==> config.mk <==
export PLATFORM = sky130hd
export DESIGN_NAME = serial_add_ctrl
export DESIGN_NICKNAME = d
export VERILOG_FILES = /design/src/rtl/serial_add_ctrl.sv
export SDC_FILE = /design/constraint.sdc
export NUM_CORES = 1
export LEC_CHECK = 0
export CAP_MARGIN = 25
export CORE_AREA = 2 2 69 71
export DETAILED_ROUTE_END_ITERATION = 10
export DIE_AREA = 0 0 71 73
export PLACE_DENSITY_LB_ADDON = 0.1
export SLEW_MARGIN = 15
export SYNTH_ARGS = -nofsm -noshare
export SYNTH_HDL_FRONTEND = slang
export SYNTH_HIERARCHICAL = 1
export SYNTH_SLANG_ARGS = --single-unit
export TNS_END_PERCENT = 30
==> constraint.sdc <==
create_clock -name clk -period 1.4 [get_ports clk]
set_input_delay 0.14 -clock clk [delete_from_list [all_inputs] [get_ports clk]]
set_output_delay 0.14 -clock clk [all_outputs]
set_load 0.02 [all_outputs]
==> src/rtl/serial_add_ctrl.sv <==
// rtl/serial_add_ctrl.sv - bit-serial adder controller sequencing one ful_add cell
module ful_add (
  input  logic a,
  input  logic b,
  input  logic c,
  output logic sum,
  output logic carry
);
  assign sum   = a ^ b ^ c;
  assign carry = (a & b) | (c & (a ^ b));
endmodule

module serial_add_ctrl #(
  parameter int WIDTH = 8
) (
  input  logic             clk,
  input  logic             rst_n,
  input  logic             req_valid,
  output logic             req_ready,
  input  logic [WIDTH-1:0] op_a,
  input  logic [WIDTH-1:0] op_b,
  input  logic             cin,
  output logic             rsp_valid,
  input  logic             rsp_ready,
  output logic [WIDTH-1:0] rsp_sum,
  output logic             rsp_cout,
  output logic             rsp_ovf,
  output logic             busy
);
  localparam int CW = (WIDTH > 2) ? $clog2(WIDTH) : 1;
  localparam logic [CW-1:0] LAST = CW'(WIDTH - 1);

  typedef enum logic [1:0] {
    IDLE = 2'd0,
    RUN  = 2'd1,
    DONE = 2'd2
  } state_t;

  state_t state;
  state_t state_nxt;

  logic [WIDTH-1:0] a_sr;
  logic [WIDTH-1:0] b_sr;
  logic [WIDTH-1:0] sum_sr;
  logic             carry_q;
  logic             cmsb_q;
  logic [CW-1:0]    cnt;
  logic             fa_sum;
  logic             fa_carry;
  logic             accept;
  logic             last_bit;

  // The only adder in the block: bit 0 of each operand plus the carry loop.
  ful_add u_fa (
    .a     (a_sr[0]),
    .b     (b_sr[0]),
    .c     (carry_q),
    .sum   (fa_sum),
    .carry (fa_carry)
  );

  assign accept   = (state == IDLE) && req_valid;
  assign last_bit = (cnt == LAST);

  // Handshake flags come straight from the state register, never from inputs.
  assign req_ready = (state == IDLE);
  assign rsp_valid = (state == DONE);
  assign busy      = (state == RUN) || (state == DONE);

  // Result outputs read the registers directly and so hold their last values.
  assign rsp_sum  = sum_sr;
  assign rsp_cout = carry_q;
  assign rsp_ovf  = cmsb_q ^ carry_q;

  // State register.
  always_ff @(posedge clk or negedge rst_n) begin
    if (!rst_n) begin
      state <= IDLE;
    end else begin
      state <= state_nxt;
    end
  end

  // Next-state decode: accept in IDLE, WIDTH bit cycles in RUN, wait for consumer in DONE.
  always_comb begin
    state_nxt = state;
    case (state)
      IDLE: if (req_valid) state_nxt = RUN;
      RUN:  if (last_bit) state_nxt = DONE;
      DONE: if (rsp_ready) state_nxt = IDLE;
      default: state_nxt = IDLE;
    endcase
  end

  // Serial datapath: load on accept, shift one bit per RUN cycle, hold otherwise.
  always_ff @(posedge clk or negedge rst_n) begin
    if (!rst_n) begin
      a_sr    <= '0;
      b_sr    <= '0;
      sum_sr  <= '0;
      carry_q <= 1'b0;
      cmsb_q  <= 1'b0;
      cnt     <= '0;
    end else if (accept) begin
      a_sr    <= op_a;
      b_sr    <= op_b;
      carry_q <= cin;
      cnt     <= '0;
    end else if (state == RUN) begin
      a_sr    <= a_sr >> 1;
      b_sr    <= b_sr >> 1;
      sum_sr  <= {fa_sum, sum_sr[WIDTH-1:1]};
      carry_q <= fa_carry;
      if (last_bit) begin
        // carry register here is the carry entering the MSB
        cmsb_q <= carry_q;
      end else begin
        cnt <= cnt + 1'b1;
      end
    end
  end
endmodule
== After elaboration in Yosys (flattened, before gate mapping) ==
Cells that the tools add are included.

* Register bits after elaboration: 31
* Latch bits: 0
* Memory bits (writable): 0
* ROM bits: 0
* Input bits: 21
* Output and inout bits: 13
* Logic and storage cells: 43
* Memories kept: 0

* Add/subtract/negate cells: 1
* Multiply operators: 0
* Div/mod/pow operators: 0
* $lt $le $gt $ge: 0
* Equality and inequality tests: 7
* Shift operators: 0
* Muxes and demuxes: 13
* Bitwise gates (word level): 7
* Reduce and logical (&&, ||, !) cells: 8

{| class="wikitable"
|+ Operators with widths
! cell !! count
|-
| 2-to-1 mux 8 bit || 4
|-
| 2-to-1 mux 3 bit || 3
|-
| 2-to-1 mux 2 bit || 3
|-
| inequality test 2 bit (second input constant) || 3
|-
| one-hot mux 2 bit (3 select lines) || 1
|-
| AND reduction 3 bit || 2
|-
| AND reduction 2 bit || 2
|-
| adder 3 x 1 -> 3 bit (second input constant) || 1
|-
| equality test 3 bit (second input constant) || 1
|-
| XOR 1 bit || 3
|-
| AND 1 bit || 2
|-
| equality test 2 x 1 -> 1 bit (second input constant) || 1
|-
| equality test 2 bit (second input constant) || 1
|-
| zero test 2 bit || 1
|-
| 2-to-1 mux 1 bit || 2
|-
| inequality test 2 x 1 -> 1 bit (second input constant) || 1
|-
| nonzero test 2 bit || 1
|-
| logical AND 1 bit || 1
|-
| logical OR 1 bit || 1
|-
| inverter 1 bit || 1
|-
| OR 1 bit || 1
|}

== Logic depth before layout (Yosys ltp) ==
Gate-level depths: netlist (run 1).

* Depth after elaboration: 5
* Mapped depth: 7
* Gate-level depth less buffers: 5

== Hierarchy ==
Netlist (run 1), hierarchy kept.

{| class="wikitable"
|+ By module, submodules not included
! module !! times used !! cells each !! area an instance (µm²) !! seq. area each (µm²)
|-
| serial_add_ctrl || 1 || 122 || 1463.9 || 775.7
|-
| ful_add || 1 || 1 || 20.0 || 0.0
|}

== Worst setup path after synthesis (run 1) ==
No wires, ideal clock.

* Kind: flip-flop to flip-flop
* Start point: reg state[0]
* End point: reg cmsb_q
* Setup time: 0.125 ns
* Data arrival time: 1.447 ns
* Data required time: 1.275 ns
* Setup slack: -0.172 ns
* Stages on the path, launching flop included: 7
* Buffers on the path: 1
* Clock period less this slack: 1.572 ns
* Path through: dfrtp_1 inv_1 ha_1 and2_1 buf_4 nor2_2 mux2_4

* Word-level cells in the longest chain between the ends: 4
* Elaborated cells on any way between the ends: 5
* Those cells by class: 1 x eq/ne; 1 x bitwise; 3 x reduce/logical

{| class="wikitable"
|+ RTL lines
! what !! RTL line !! text
|-
| from (decl) || 39 || <nowiki>state_t state;</nowiki>
|-
| from (signal assigned) || 80 || <nowiki>state <= state_nxt;</nowiki>
|-
| zero test 2 bit || -- ||
|-
| via req_ready || 19 || <nowiki>output logic req_ready,</nowiki>
|-
| logical AND 1 bit || 62 || <nowiki>assign accept = (state == IDLE) && req_valid;</nowiki>
|-
| inverter 1 bit (no line) || -- ||
|-
| AND reduction 3 bit (no line) || -- ||
|-
| to (signal assigned) || 116 || <nowiki>cmsb_q <= carry_q;</nowiki>
|-
| to (decl) || 46 || <nowiki>logic cmsb_q;</nowiki>
|}

The timed path passes the listed nets, and every way through them passes these cells.
A chain may end at the register's enable or synchronous reset.

== Worst setup path after layout (run 1) ==
* Start point: reg cnt[1]
* End point: reg state[0]

* Word-level cells in the longest chain between the ends: 3

{| class="wikitable"
|+ RTL lines
! what !! RTL line !! text
|-
| from (decl) || 47 || <nowiki>logic [CW-1:0] cnt;</nowiki>
|-
| from (signal assigned) || 118 || <nowiki>cnt <= cnt + 1'b1;</nowiki>
|-
| equality test 3 bit || 63 || <nowiki>assign last_bit = (cnt == LAST);</nowiki>
|-
| inequality test 2 bit (no line) || -- ||
|-
| AND reduction 3 bit (no line) || -- ||
|}

Every way passes these cells.

==> key figures, run 1 <==
Status
  – Outcome: finished clean

STA
  – Final setup vio count: 0
  – Tcrit/Tclk final: 0.999
  – Slew headroom: 0.739
  – Hold WS: 0.246 ns
  – Final min period: 1.40 ns
  – Fmax: 715 MHz
  – Layout Skew: 0.00441 ns
  – Worst Tran Pin Value: 0.392 ns
  – RSZ-0062 raised after global routing: yes
  – Final worst slack: 0.00199 ns
  – Fin. max-slew vios: 0
  – Final hold violation count: 0

Yosys
  – Net Count, Synth: 151
  – Mean Syn Cell Area: 12.1 sq um
  – Register area share after synthesis: 0.523
  – Synthesis-stage register bit count: 31
  – Yosys warns: 6
  – Netlist cell types: 20
  – Post-Synthesis Cell Area: 1480 sq um
  – Mapped Cells: 123

Power and ir drop
  – NetSw: 1.69 mW
  – Pwr/cell area: 2270 nW/um^2
  – Sw Ratio: 0.360
  – Peak VDD IR: 0.775 mV
  – P_int: 3.00 mW
  – LEAKAGE: 0.930 nW
  – Gate power share: 0.500
  – Sequential power share: 0.338
  – Total power draw: 4.69 mW
  – Clk network pwr share: 0.162

Worst hold path
  – Hold Crit Class: primary input to asynchronous set/reset pin

Die
  – Die Span X: 71 microns
  – Core footprint: 4540 sq um
  – Initial Utilization: 0.327
  – IO Count: 34
  – Die Height: 73 microns
  – Row cnt: 25
  – DIE AREA: 5180 sq um

Placed design
  – Placed insts: 213
  – Pre-CTS WS: 0.00593 ns
  – DP HPWL: 1910 microns
  – Gpl congestion: 0.764
  – Port buffer count: 33

Clock tree
  – Root Buffer: clkbuf_8
  – Post-CTS setup buffer count: 0
  – Total clock buffers created by CTS: 5
  – Worst-skew pair later-pin latency: 0.28 ns
  – Clock Sinks: 31
  – Worst-path clk slew: 0.06 ns
  – Clock Path Buffers: 2
  – Htree depth: 2
  – CTS Hold Buffers Added: 0
  – CTS tree: done

Setup path
  – Startpoint types: register
  – Kind of critical path: register to register
  – Slowest CP cell: dfrtp_1
  – Crit path DAT: 1.56 ns
  – Worst path cell trace: ha_2 > ha_4 > nand2b_4 > o221ai_4 > mux2_4
  – CP Buf/Inv Count: 0
  – CP top delay family: flip-flops
  – Worst-path fanout max: 2
  – Worst EP required: 1.56 ns
  – Worst Setup End Kind: register
  – Worst path max stage delay: 0.39 ns

Global route
  – First-pass GRT wire length: 4660 microns
  – Vias in the first global route: 1048
  – Global Route Usage Sum: 0.119
  – Initial antenna violation count: 0
  – GRT overflow: 0
  – Largest net degree at the start of global routing: 32

Final layout
  – Final design utilization: 0.456
  – Final Non-Filler Cells: 221
  – Area grow syn2layout: 39.4%
  – Number of fill cells: 400
  – Nets: 194
  – Number of diodes: 0
  – Share of layout cells above drive strength 1: 0.257

Drt
  – Wirelength per Cell: 11.9 microns
  – Router iterations before antenna repair: 2
  – Drt drc: 0
  – 1st-iter DRT viols: 29
  – Vias per cell: 4.52
  – Final WL: 2630 microns
  – Vias: 998
  – Final ANT Viol Nets: 0

Run
  – Max cap viols: 0
-- path summary, 6_finish.rpt --
check	slack (ns)	depth (start not counted)	from	end
min	0.25	2	rst_n	rsp_sum[7]$_DFFE_PN0P_
max reg2reg	0.002	5	cnt[1]$_DFFE_PN0P_	state[0]$_DFFE_PN0P_
min in group clk	0.41	3	op_a[1]	a_sr[1]$_DFFE_PN0P_
max in group asynchronous	0.86	2	rst_n	state[0]$_DFFE_PN0P_
max	0.002	5	cnt[1]$_DFFE_PN0P_	state[0]$_DFFE_PN0P_
min reg2reg	0.51	1	rsp_sum[0]$_DFFE_PN0P_	rsp_sum[0]$_DFFE_PN0P_
-- power by group through the flow --
stage / clock, mW / sequential, mW / combinational (mW)
2_1_floorplan: 0 / 1.73 / 1.57
3_3_place_gp: 0 / 1.59 / 2.45
3_5_place_dp: 0 / 1.60 / 2.49
4_1_cts: 0.794 / 1.59 / 2.40
5_1_grt: 0.845 / 1.64 / 2.61
6_report: 0.759 / 1.58 / 2.35
-- Yosys cell counts (all sizes together) --
master,count,area (sq um)
clkbuf,1,3.75
nand2b,3,26.3
and2,1,6.26
nor2,4,17.5
o21ai,17,85.1
mux2i,17,170
xor2,2,17.5
ha,6,75.1
dfrtp,31,776
o221ai,1,15.0
mux2,11,135
buf,6,53.8
fa,1,20.0
nand2,18,67.6
inv,4,15.0
-- cell type report --
cell class	count	area [sq um]	area share
Timing Repair Buffer	43	403	0.195
Inverter	4	15.0	0.00726
Clock buffer	8	100	0.0484
Sequential cell	31	776	0.375
Tap cell	54	67.6	0.0327
Multi-Input combinational cell	81	707	0.342
-- layout by cell type (no fill, tap or decap), types with 4 or more instances in the layout --
cell type,n
dfrtp_1,31
clkdlybuf4s50_1,21
nand2_1,18
mux2i_1,17
o21ai_0,17
mux2_2,8
clkbuf_8,7
buf_4,7
dlygate4sd2_1,6
ha_4,4
-- registers in the layout, summed over array words and instances, names as in the netlist --
signal    cells
cmsb_q        1
b_sr          8
a_sr          8
rsp_cout      1
rsp_sum       8
cnt           3
state         2
-- through the flow --
stage	TNS, ns	area [sq um]
after floorplan	-0.0256	1540
after global placement	0	1960
after detailed placement	0	1960
after CTS	-0.00932	2070
after global routing	-0.0849	2070
final	0	2070
-- routing by layer --
layer  up-vias  part of all wire  global-route usage  wire length [microns]
met1       463              0.45               0.137                   1180
met5         -                 0                   0                      0
li1        500                 -                   -                      -
met3         8             0.059              0.0414                    154
met2        27              0.47               0.192                   1230
met4         0             0.022              0.0692                     58
-- repair_timing --
item,CTS,global route
hold endpoints to repair,0,0
pin swaps,1,0
setup endpoints to repair,12,28
resized for setup,15,10
-- cells by family (layout without fill, tap and decap cells) --
family / Yosys count / after routing / share of synthesized area
adders and majority gates: 7 / 7 / 0.0641
xor gates and xnor gates: 2 / 2 / 0.0118
DFF: 31 / 31 / 0.523
AOI/OAI and AO/OA: 18 / 18 / 0.0674
buffers and inverters: 11 / 55 / 0.0489
and+or+nand+nor: 26 / 26 / 0.0793
muxes: 28 / 28 / 0.206
(Power assumes the default switching activity.)
==> run 2: changes to the inputs <==
CORE_AREA = 2 2 60 62   (was 2 2 69 71)
CTS_BUF_LIST = sky130_fd_sc_hd__clkbuf_2   (was unset)
DIE_AREA = 0 0 62 64   (was 0 0 71 73)
==> run 2 against run 1 <==
Effect of this change:
- the flow now finishes with violations (negative setup slack)
- register-to-register slack got worse by 0.02 ns
- count of clock-buffer cells in the layout decreased by 3
- clock power decreased by 21%
- combinational power rose by 10%
- via count up 1.8%
- worst setup slack got worse by 0.018 ns
- cell area grew 0.73%
- final cell count fell by 0.90%
- maximum frequency fell by 1.3%
- sequential share of layout area down 0.27 points
- power up 1.5%
- sequential power is essentially flat
==> key figures, run 2 (same netlist as run 1, synthesis figures left out) <==
Status
  – Outcome: finished with violations
  – Failing checks: negative setup slack

Drt
  – Drt drc: 0 (unchanged)
  – Final ANT Viol Nets: 0 (unchanged)
  – 1st-iter DRT viols: 39 (+34%)
  – Final WL: 2660 microns (+1.3%)
  – Vias: 1016 (+1.8%)
  – Vias per cell: 4.64 (+2.7%)
  – Router iterations before antenna repair: 4 (+2)
  – Wirelength per Cell: 12.2 microns (+2.3%)

STA
  – Fin. max-slew vios: 0 (unchanged)
  – Final setup vio count: 2 (+2)
  – Final worst slack: -0.0158 ns (-0.0178 ns)
  – RSZ-0062 raised after global routing: yes
  – Fmax: 706 MHz (-1.3%)
  – Tcrit/Tclk final: 1.01 (+0.0127)
  – Final hold violation count: 0 (unchanged)
  – Layout Skew: 0.0130 ns (+0.00857 ns)
  – Worst Tran Pin Value: 0.386 ns (-0.00559 ns)
  – Final min period: 1.42 ns (+0.0178 ns)
  – Slew headroom: 0.742 (+0.00372)
  – Setup TNS: -0.0306 ns (-0.0306 ns)

Clock tree
  – Total clock buffers created by CTS: 5 (unchanged)
  – Htree depth: 2 (unchanged)
  – Clock Sinks: 31 (unchanged)
  – Root Buffer: clkbuf_2
  – Clock Path Buffers: 2 (unchanged)
  – CTS tree: done
  – CTS Hold Buffers Added: 0 (unchanged)
  – Worst-path clk slew: 0.16 ns (+0.10 ns)
  – Worst-skew pair later-pin latency: 0.36 ns (+0.08 ns)

Global route
  – GRT overflow: 0 (unchanged)
  – First-pass GRT wire length: 4600 microns (-1.5%)
  – Global Route Usage Sum: 0.159 (+0.0399)
  – Vias in the first global route: 1057 (+0.86%)
  – Largest net degree at the start of global routing: 32 (unchanged)
  – Initial antenna violation count: 0 (unchanged)

Final layout
  – Most frequent cells in the layout: dfrtp_1, clkdlybuf4s50_1, nand2_1
  – Final Instance Area: 2080 sq um (+0.73%)
  – Number of fill cells: 277 (-31%)
  – Nets: 200 (+3.1%)
  – Area grow syn2layout: 40.4%
  – Final design utilization: 0.634 (+0.178)
  – Number of diodes: 0 (unchanged)
  – Share of layout cells above drive strength 1: 0.301 (+0.0431)
  – Most common cell after layout, fill and taps aside: dfrtp_1

Power and ir drop
  – Peak VDD IR: 1.43 mV (+85%)
  – LEAKAGE: 0.938 nW (+0.87%)
  – Pwr/cell area: 2280 nW/um^2 (+0.78%)
  – Total power draw: 4.76 mW (+1.5%)

Setup path
  – RR Startpoint: cnt[1]$_DFFE_PN0P_
  – Worst r2r dst: state[0]$_DFFE_PN0P_
  – Slowest CP cell: dfrtp_1
  – Register-to-Register Path Depth: 5 (unchanged)
  – R2R Setup Slk: -0.02 ns (-0.02 ns)
  – Worst Setup End Kind: register
  – Levels on crit path: 5 (unchanged)
  – Worst-path fanout max: 2 (unchanged)
  – Worst path max stage delay: 0.42 ns (+0.03 ns)
  – Worst EP required: 1.66 ns (+0.10 ns)
  – Crit path DAT: 1.67 ns (+0.11 ns)
  – CP top delay family: flip-flops
  – Kind of critical path: register to register
  – Startpoint types: register
  – CP Buf/Inv Count: 0 (unchanged)
  – Worst path cell trace: ha_2 > ha_4 > nand2b_4 > o221ai_4 > mux2_4

Placed design
  – Post-DP Area: 1960 sq um (-0.13%)
  – DP HPWL: 1930 microns (+1.4%)
  – Port buffer count: 33 (unchanged)
  – Gpl congestion: 0.701 (-8.3%)

Die
  – Initial Utilization: 0.452 (+0.125)
  – Core footprint: 3280 sq um (-28%)
  – Row cnt: 21 (-16%)
  – Die Height: 64 microns (-12%)
  – Die Span X: 62 microns (-13%)
  – DIE AREA: 3970 sq um (-23%)
  – IO Count: 34 (unchanged)

Worst hold path
  – Hold Crit Class: primary input to asynchronous set/reset pin

Run
  – Max cap viols: 0 (unchanged)
==> run 2: changes by cell type in the layout (fill, tap and decap cells not counted), sizes merged <==
cell / delta
dlygate4sd2: +2
buf: +9
clkdlybuf4s50: -1
clkinv: +2
bufinv: +1
dlymetal6s2s: -2
clkbuf: -5
==> run 2: cell type report <==
class                   count  area [sq um]  share of cell area
inverters                   4          17.5             0.00841
repair buffers             49           454               0.218
multi-input cells          81           714               0.343
well taps                  46          57.6              0.0276
clock buffers               5          25.0              0.0120
flip-flops and latches     31           776               0.372
clock inverters             3          38.8              0.0186
==> run 2: repair_timing <==
item                                    in CTS  in global routing
buffers inserted                             3                  2
resized for setup                           32                  8
endpoints found under the setup margin      17                 10
pin swaps                                    1                  2
==> run 2: worst max path at each step <==
| stage | start | endpoint | slack, ns |
|---|---|---|---|
| final | cnt[1]$_DFFE_PN0P_ | state[0]$_DFFE_PN0P_ | -0.02 |
| after floorplan | state[1]$_DFFE_PN0P_ | cmsb_q$_DFFE_PN0P_ | -0.01 |
| after global routing | rsp_cout$_DFFE_PN0P_ | rsp_ovf | -0.07 |
| after global placement | state[0]$_DFFE_PN0P_ | busy | 0.01 |
| after CTS | rsp_cout$_DFFE_PN0P_ | rsp_ovf | -0.02 |
| after detailed placement | state[0]$_DFFE_PN0P_ | busy | -0.008 |
==> run 2: metal layers <==
metal,track usage,part of all wire
met1,0.198,0.47
met3,0.0425,0.050
met5,0,0
met4,0.0718,0.0030
met2,0.250,0.48
==> run 2: report_power, final <==
group	internal, mW	switching [mW]
Clock	0.294	0.303
Combinational	1.38	1.21
Sequential	1.33	0.248
==> run 2: through the flow <==
step,setup WS (ns),cells,hold WS (ns)
CTS,-0.0174,217,0.126
finish,-0.0158,219,0.140
floorplan,-0.0108,123,-0.156
global route,-0.0728,219,0.150
detailed placement,-0.00834,206,0.501
global placement,0.0132,206,0.491
==> run 3: changes to the inputs <==
CAP_MARGIN = unset   (was 25)
MAX_ROUTING_LAYER = met4   (was unset)
==> run 3 against run 2 <==
Effect of this change:
- the run still ends with negative setup slack left
- non-clock buffer count did not move
- first-iteration DRC count unchanged
- highest routed layer unchanged
- cell area up 0.48%
- critical path type unchanged
==> key figures, run 3 (same netlist as run 1, synthesis figures left out) <==
Power and ir drop
  – Sequential power share: 0.329 (-0.002)
  – Gate power share: 0.547 (+0.003)
  – LEAKAGE: 0.941 nW (+0.33%)
  – Peak VDD IR: 1.43 mV (-0.22%)
  – Sw Ratio: 0.369 (-0.00150)
  – NetSw: 1.77 mW (+0.26%)
  – Total power draw: 4.79 mW (+0.67%)
  – Pwr/cell area: 2290 nW/um^2 (+0.19%)
  – P_int: 3.03 mW (+0.91%)
  – Clk network pwr share: 0.124 (about the same)

STA
  – Tcrit/Tclk final: 1.02 (+0.00788)
  – Slew headroom: 0.745 (+0.00206)
  – Final worst slack: -0.0268 ns (-0.0110 ns)
  – Fin. max-slew vios: 0 (unchanged)
  – Final hold violation count: 0 (unchanged)
  – Worst Tran Pin Value: 0.383 ns (-0.00309 ns)
  – RSZ-0062 raised after global routing: yes
  – Final setup vio count: 2 (unchanged)
  – Fmax: 701 MHz (-0.77%)
  – Final min period: 1.43 ns (+0.0110 ns)
  – Layout Skew: 0.0134 ns (+0.000456 ns)

Global route
  – GRT overflow: 0 (unchanged)
  – Largest net degree at the start of global routing: 32 (unchanged)
  – First-pass GRT wire length: 4620 microns (+0.46%)
  – Global Route Usage Sum: 0.165 (+0.00667)
  – Vias in the first global route: 1056 (-0.095%)
  – Initial antenna violation count: 0 (unchanged)

Final layout
  – Number of fill cells: 275 (-0.72%)
  – Most frequent cells in the layout: dfrtp_1, clkdlybuf4s50_1, nand2_1
  – Number of diodes: 0 (unchanged)
  – Nets: 200 (unchanged)
  – Most common cell after layout, fill and taps aside: dfrtp_1
  – Final Non-Filler Cells: 219 (unchanged)
  – Area grow syn2layout: 41.1%
  – Share of layout cells above drive strength 1: 0.301 (unchanged)

Drt
  – Wirelength per Cell: 12.1 microns (-0.19%)
  – 1st-iter DRT viols: 39 (unchanged)
  – Vias: 1028 (+1.2%)
  – Vias per cell: 4.69 (+1.2%)
  – Final WL: 2660 microns (-0.19%)
  – Router iterations before antenna repair: 4 (unchanged)
  – Drt drc: 0 (unchanged)
  – Final ANT Viol Nets: 0 (unchanged)

Setup path
  – Worst r2r dst: state[0]$_DFFE_PN0P_
  – CP Buf/Inv Count: 0 (unchanged)
  – Worst path cell trace: ha_2 > ha_4 > nand2b_4 > o221ai_4 > mux2_4
  – CP top delay family: flip-flops
  – Slowest CP cell: dfrtp_1
  – R2R Setup Slk: -0.03 ns (about the same)
  – Worst EP required: 1.66 ns (about the same)
  – Worst-path fanout max: 2 (unchanged)
  – Worst path max stage delay: 0.42 ns (about the same)
  – Startpoint types: register
  – RR Startpoint: cnt[1]$_DFFE_PN0P_
  – Crit path DAT: 1.68 ns (about the same)
  – Register-to-Register Path Depth: 5 (unchanged)
  – Worst Setup End Kind: register
  – Kind of critical path: register to register

Placed design
  – Gpl congestion: 0.708 (+1.1%)
  – Pre-CTS WS: -0.00834 ns (unchanged)
  – Placed insts: 206 (unchanged)
  – DP HPWL: 1930 microns (unchanged)
  – Port buffer count: 33 (unchanged)

Clock tree
  – CTS tree: done
  – Clock Path Buffers: 2 (unchanged)
  – Htree depth: 2 (unchanged)
  – Worst-path clk slew: 0.16 ns (about the same)
  – Worst-skew pair later-pin latency: 0.36 ns (about the same)
  – Clock Sinks: 31 (unchanged)
  – Root Buffer: clkbuf_2
  – Total clock buffers created by CTS: 5 (unchanged)

Die
  – Die Height: 64 microns (unchanged)
  – IO Count: 34 (unchanged)
  – Initial Utilization: 0.452 (unchanged)
  – DIE AREA: 3970 sq um (unchanged)
  – Die Span X: 62 microns (unchanged)
  – Core footprint: 3280 sq um (unchanged)
  – Row cnt: 21 (unchanged)

Worst hold path
  – Hold Crit Class: primary input to asynchronous set/reset pin

Status
  – Failing checks: negative setup slack
  – Outcome: finished with violations

Run
  – Max cap viols: 0 (unchanged)
==> run 3: cell counts in the layout (fill, tap and decap cells not counted) <==
No cell type changed its count.
==> run 3: routing by layer <==
layer	up-vias	track usage	wire [microns]
met5	-	-	0
met4	0	0.0479	12
met3	2	0.0729	147
met2	22	0.250	1260
met1	489	0.198	1240
li1	515	-	-
==> run 3: how the worst max path moves through the flow <==
stage,from,end,slack [ns],cells past startpoint
3_3_place_gp,state[0]$_DFFE_PN0P_,busy,0.01,3
4_1_cts,rsp_cout$_DFFE_PN0P_,rsp_ovf,-0.02,3
2_1_floorplan,state[1]$_DFFE_PN0P_,cmsb_q$_DFFE_PN0P_,-0.01,6
6_report,cnt[1]$_DFFE_PN0P_,state[0]$_DFFE_PN0P_,-0.03,5
5_1_grt,rsp_cout$_DFFE_PN0P_,rsp_ovf,-0.09,3
3_5_place_dp,state[0]$_DFFE_PN0P_,busy,-0.008,3
==> run 3: what timing repair did <==
action	in CTS	in global routing
endpoints found under the setup margin	17	11
pin swaps	1	3
endpoints found under the hold margin	0	0
resized for setup	32	11
setup buffers	3	2
hold buffers	0	0
==> run 3: power groups by stage <==
stage	Combinational, mW	Sequential (mW)	Clock (mW)
after floorplan	1.57	1.73	0
after global placement	2.40	1.59	0
after detailed placement	2.49	1.62	0
after CTS	2.49	1.58	0.620
after global routing	2.90	1.64	0.671
final	2.62	1.58	0.596
==> run 3: layout make-up <==
cell class / instances / area [sq um] / share of cell area
Sequential cell: 31 / 776 / 0.371
Multi-Input combinational cell: 81 / 714 / 0.341
Timing Repair Buffer: 49 / 464 / 0.222
Tap cell: 46 / 57.6 / 0.0275
Clock inverter: 3 / 38.8 / 0.0185
Clock buffer: 5 / 25.0 / 0.0120
Inverter: 4 / 17.5 / 0.00837
==> run 3: through the flow <==
| step | instance area, sq um | util | setup TNS, ns | hold slack [ns] |
|---|---|---|---|---|
| 2_1_floorplan | 1540 | - | -0.0256 | -0.156 |
| 3_3_place_gp | 1960 | 0.597 | 0 | 0.491 |
| 3_5_place_dp | 1960 | 0.597 | -0.00834 | 0.501 |
| 4_1_cts | 2050 | 0.624 | -0.0471 | 0.126 |
| 5_1_grt | 2090 | 0.637 | -0.351 | 0.129 |
| 6_report | 2090 | 0.637 | -0.0498 | 0.137 |
==> RTL edit: new RTL, config.mk and constraints of run 3 <==
Reset style: synchronous (`rst_n`), changed in 2 clocked blocks.
--- a/src/rtl/serial_add_ctrl.sv
+++ b/src/rtl/serial_add_ctrl.sv
@@ -75,3 +75,3 @@
   // State register.
-  always_ff @(posedge clk or negedge rst_n) begin
+  always_ff @(posedge clk) begin
     if (!rst_n) begin
@@ -95,3 +95,3 @@
   // Serial datapath: load on accept, shift one bit per RUN cycle, hold otherwise.
-  always_ff @(posedge clk or negedge rst_n) begin
+  always_ff @(posedge clk) begin
     if (!rst_n) begin
Formal check against the unedited RTL: differs if rst_n is asserted again (counterexample within 4 cycles, from zero or initial values and one cycle with rst_n low); with rst_n held inactive, the same outputs for 10 cycles.
==> RTL edit against run 3 <==
Sequential cell count unchanged. Design area is 8.2% lower. Setup slack gained 0.095 ns. Synthesized area shrank 5.6%. Wire length is 4.9% higher. Sequential power decreased by 25%. Sequential share of layout area decreased by 4.5 points. Combinational power down 44%. Total power shrank 36%.
==> RTL edit: results (changes against run 3) <==
clk cell area share 0.0208 (was 0.0305); result of the run completed (was finished with violations); Non-clk bufs 44 (was 49); area taken by multi-input logic gates 748 um2 (was 714 um2); most used standard cells in the synthesized netlist sky130_fd_sc_hd__dfxtp_1 (31), sky130_fd_sc_hd__mux2i_1 (27), sky130_fd_sc_hd__nor2_1 (26) (was sky130_fd_sc_hd__dfrtp_1 (31), sky130_fd_sc_hd__nand2_1 (18), sky130_fd_sc_hd__mux2i_1 (17), sky130_fd_sc_hd__o21ai_0 (17), sky130_fd_sc_hd__mux2_2 (8)); CP peak stage delay 0.37 ns (was 0.42 ns); global routing usage on met3 0.0628 (was 0.0729); Switch Pwr 0.00111 W (was 0.00177 W); maximum number of pins on one net before global-route repair 27 (was 32); syn nets 167 (was 151); worst path arrival time 1.19 ns (was 1.68 ns); met2 routing resource usage after global routing 0.264 (was 0.250); Routed WL per cell 12.2 um (was 12.1 um); register fraction of the total cell area 0.326 (was 0.371); layout net count 210 (was 200); global-route track usage on met1 0.178 (was 0.198); number of cells after detailed placement 221 (was 206); maximum vdd ir drop 1120 uV (was 1430 uV); sequential cell area fraction in the yosys report 0.443 (was 0.523); number of global-route vias before repair 1115 (was 1056); nonclk inv count 6 (was 4); Post-Synthesis Cells 139 (was 123); Multi-Input Combinational 94 (was 81); predominant post-synthesis flop cell sky130_fd_sc_hd__dfxtp_1 (was sky130_fd_sc_hd__dfrtp_1); starting DRC count in detailed routing 80 (was 39); layout cell share with drive strength beyond 1 0.213 (was 0.301); type of the tightest min-delay check in2reg (was in2async); leak pwr 0.798 nW (was 0.941 nW); count of TritonRoute iterations in the first routing pass 3 (was 4)
RTL edit: cell count changes in the layout (fill, tap and decap cells not counted), sizes merged, moves of 5 or more:
cell	run 3	this run
mux2	11	0
a211oi	0	15
dfxtp	0	31
dfrtp	31	0
nor2	4	26
o21ai	17	0
buf	20	15
mux2i	17	27
nand2	18	6
RTL edit: logic make-up after synthesis:
family	count (synthesis)	share of synthesized area
and+or+nand+nor	38	0.116
DFF	31	0.443
muxes	27	0.193
AOI/OAI and AO/OA	20	0.108
buffers and inverters	14	0.0590
adders and majority gates	7	0.0679
xor gates and xnor gates	2	0.0125
RTL edit: worst paths after layout:
check	slack [ns]	cells after the start	startpoint	end
max	0.07	3	state[1]	rsp_valid
min	0.36	3	op_b[0]	b_sr[0]
max reg2reg	0.09	5	cnt[0]	state[0]
min reg2reg	0.49	2	b_sr[7]	b_sr[7]
RTL edit: what timing repair did:
action,4_1_cts,5_1_grt
resized for setup,27,19
pin swaps,0,0
endpoints found under the setup margin,16,22
setup buffers,0,0
RTL edit: metrics by stage:
stage / setup TNS, ns / area (um2) / hold slack [ns]
after detailed placement: -0.0447 / 1840 / 0.479
after CTS: -0.0908 / 1870 / 0.335
after global placement: 0 / 1840 / 0.480
final: 0 / 1920 / 0.357
after global routing: -0.00841 / 1920 / 0.329
after floorplan: 0 / 1400 / 0.286
RTL edit: power by group through the flow:
stage / logic (W) / clock network (W) / registers (W)
final: 0.00146 / 0.000428 / 0.00119
after global routing: 0.00159 / 0.000500 / 0.00120
after CTS: 0.00133 / 0.000452 / 0.00118
after detailed placement: 0.00136 / 0 / 0.00120
after global placement: 0.00133 / 0 / 0.00119
after floorplan: 0.000931 / 0 / 0.00121
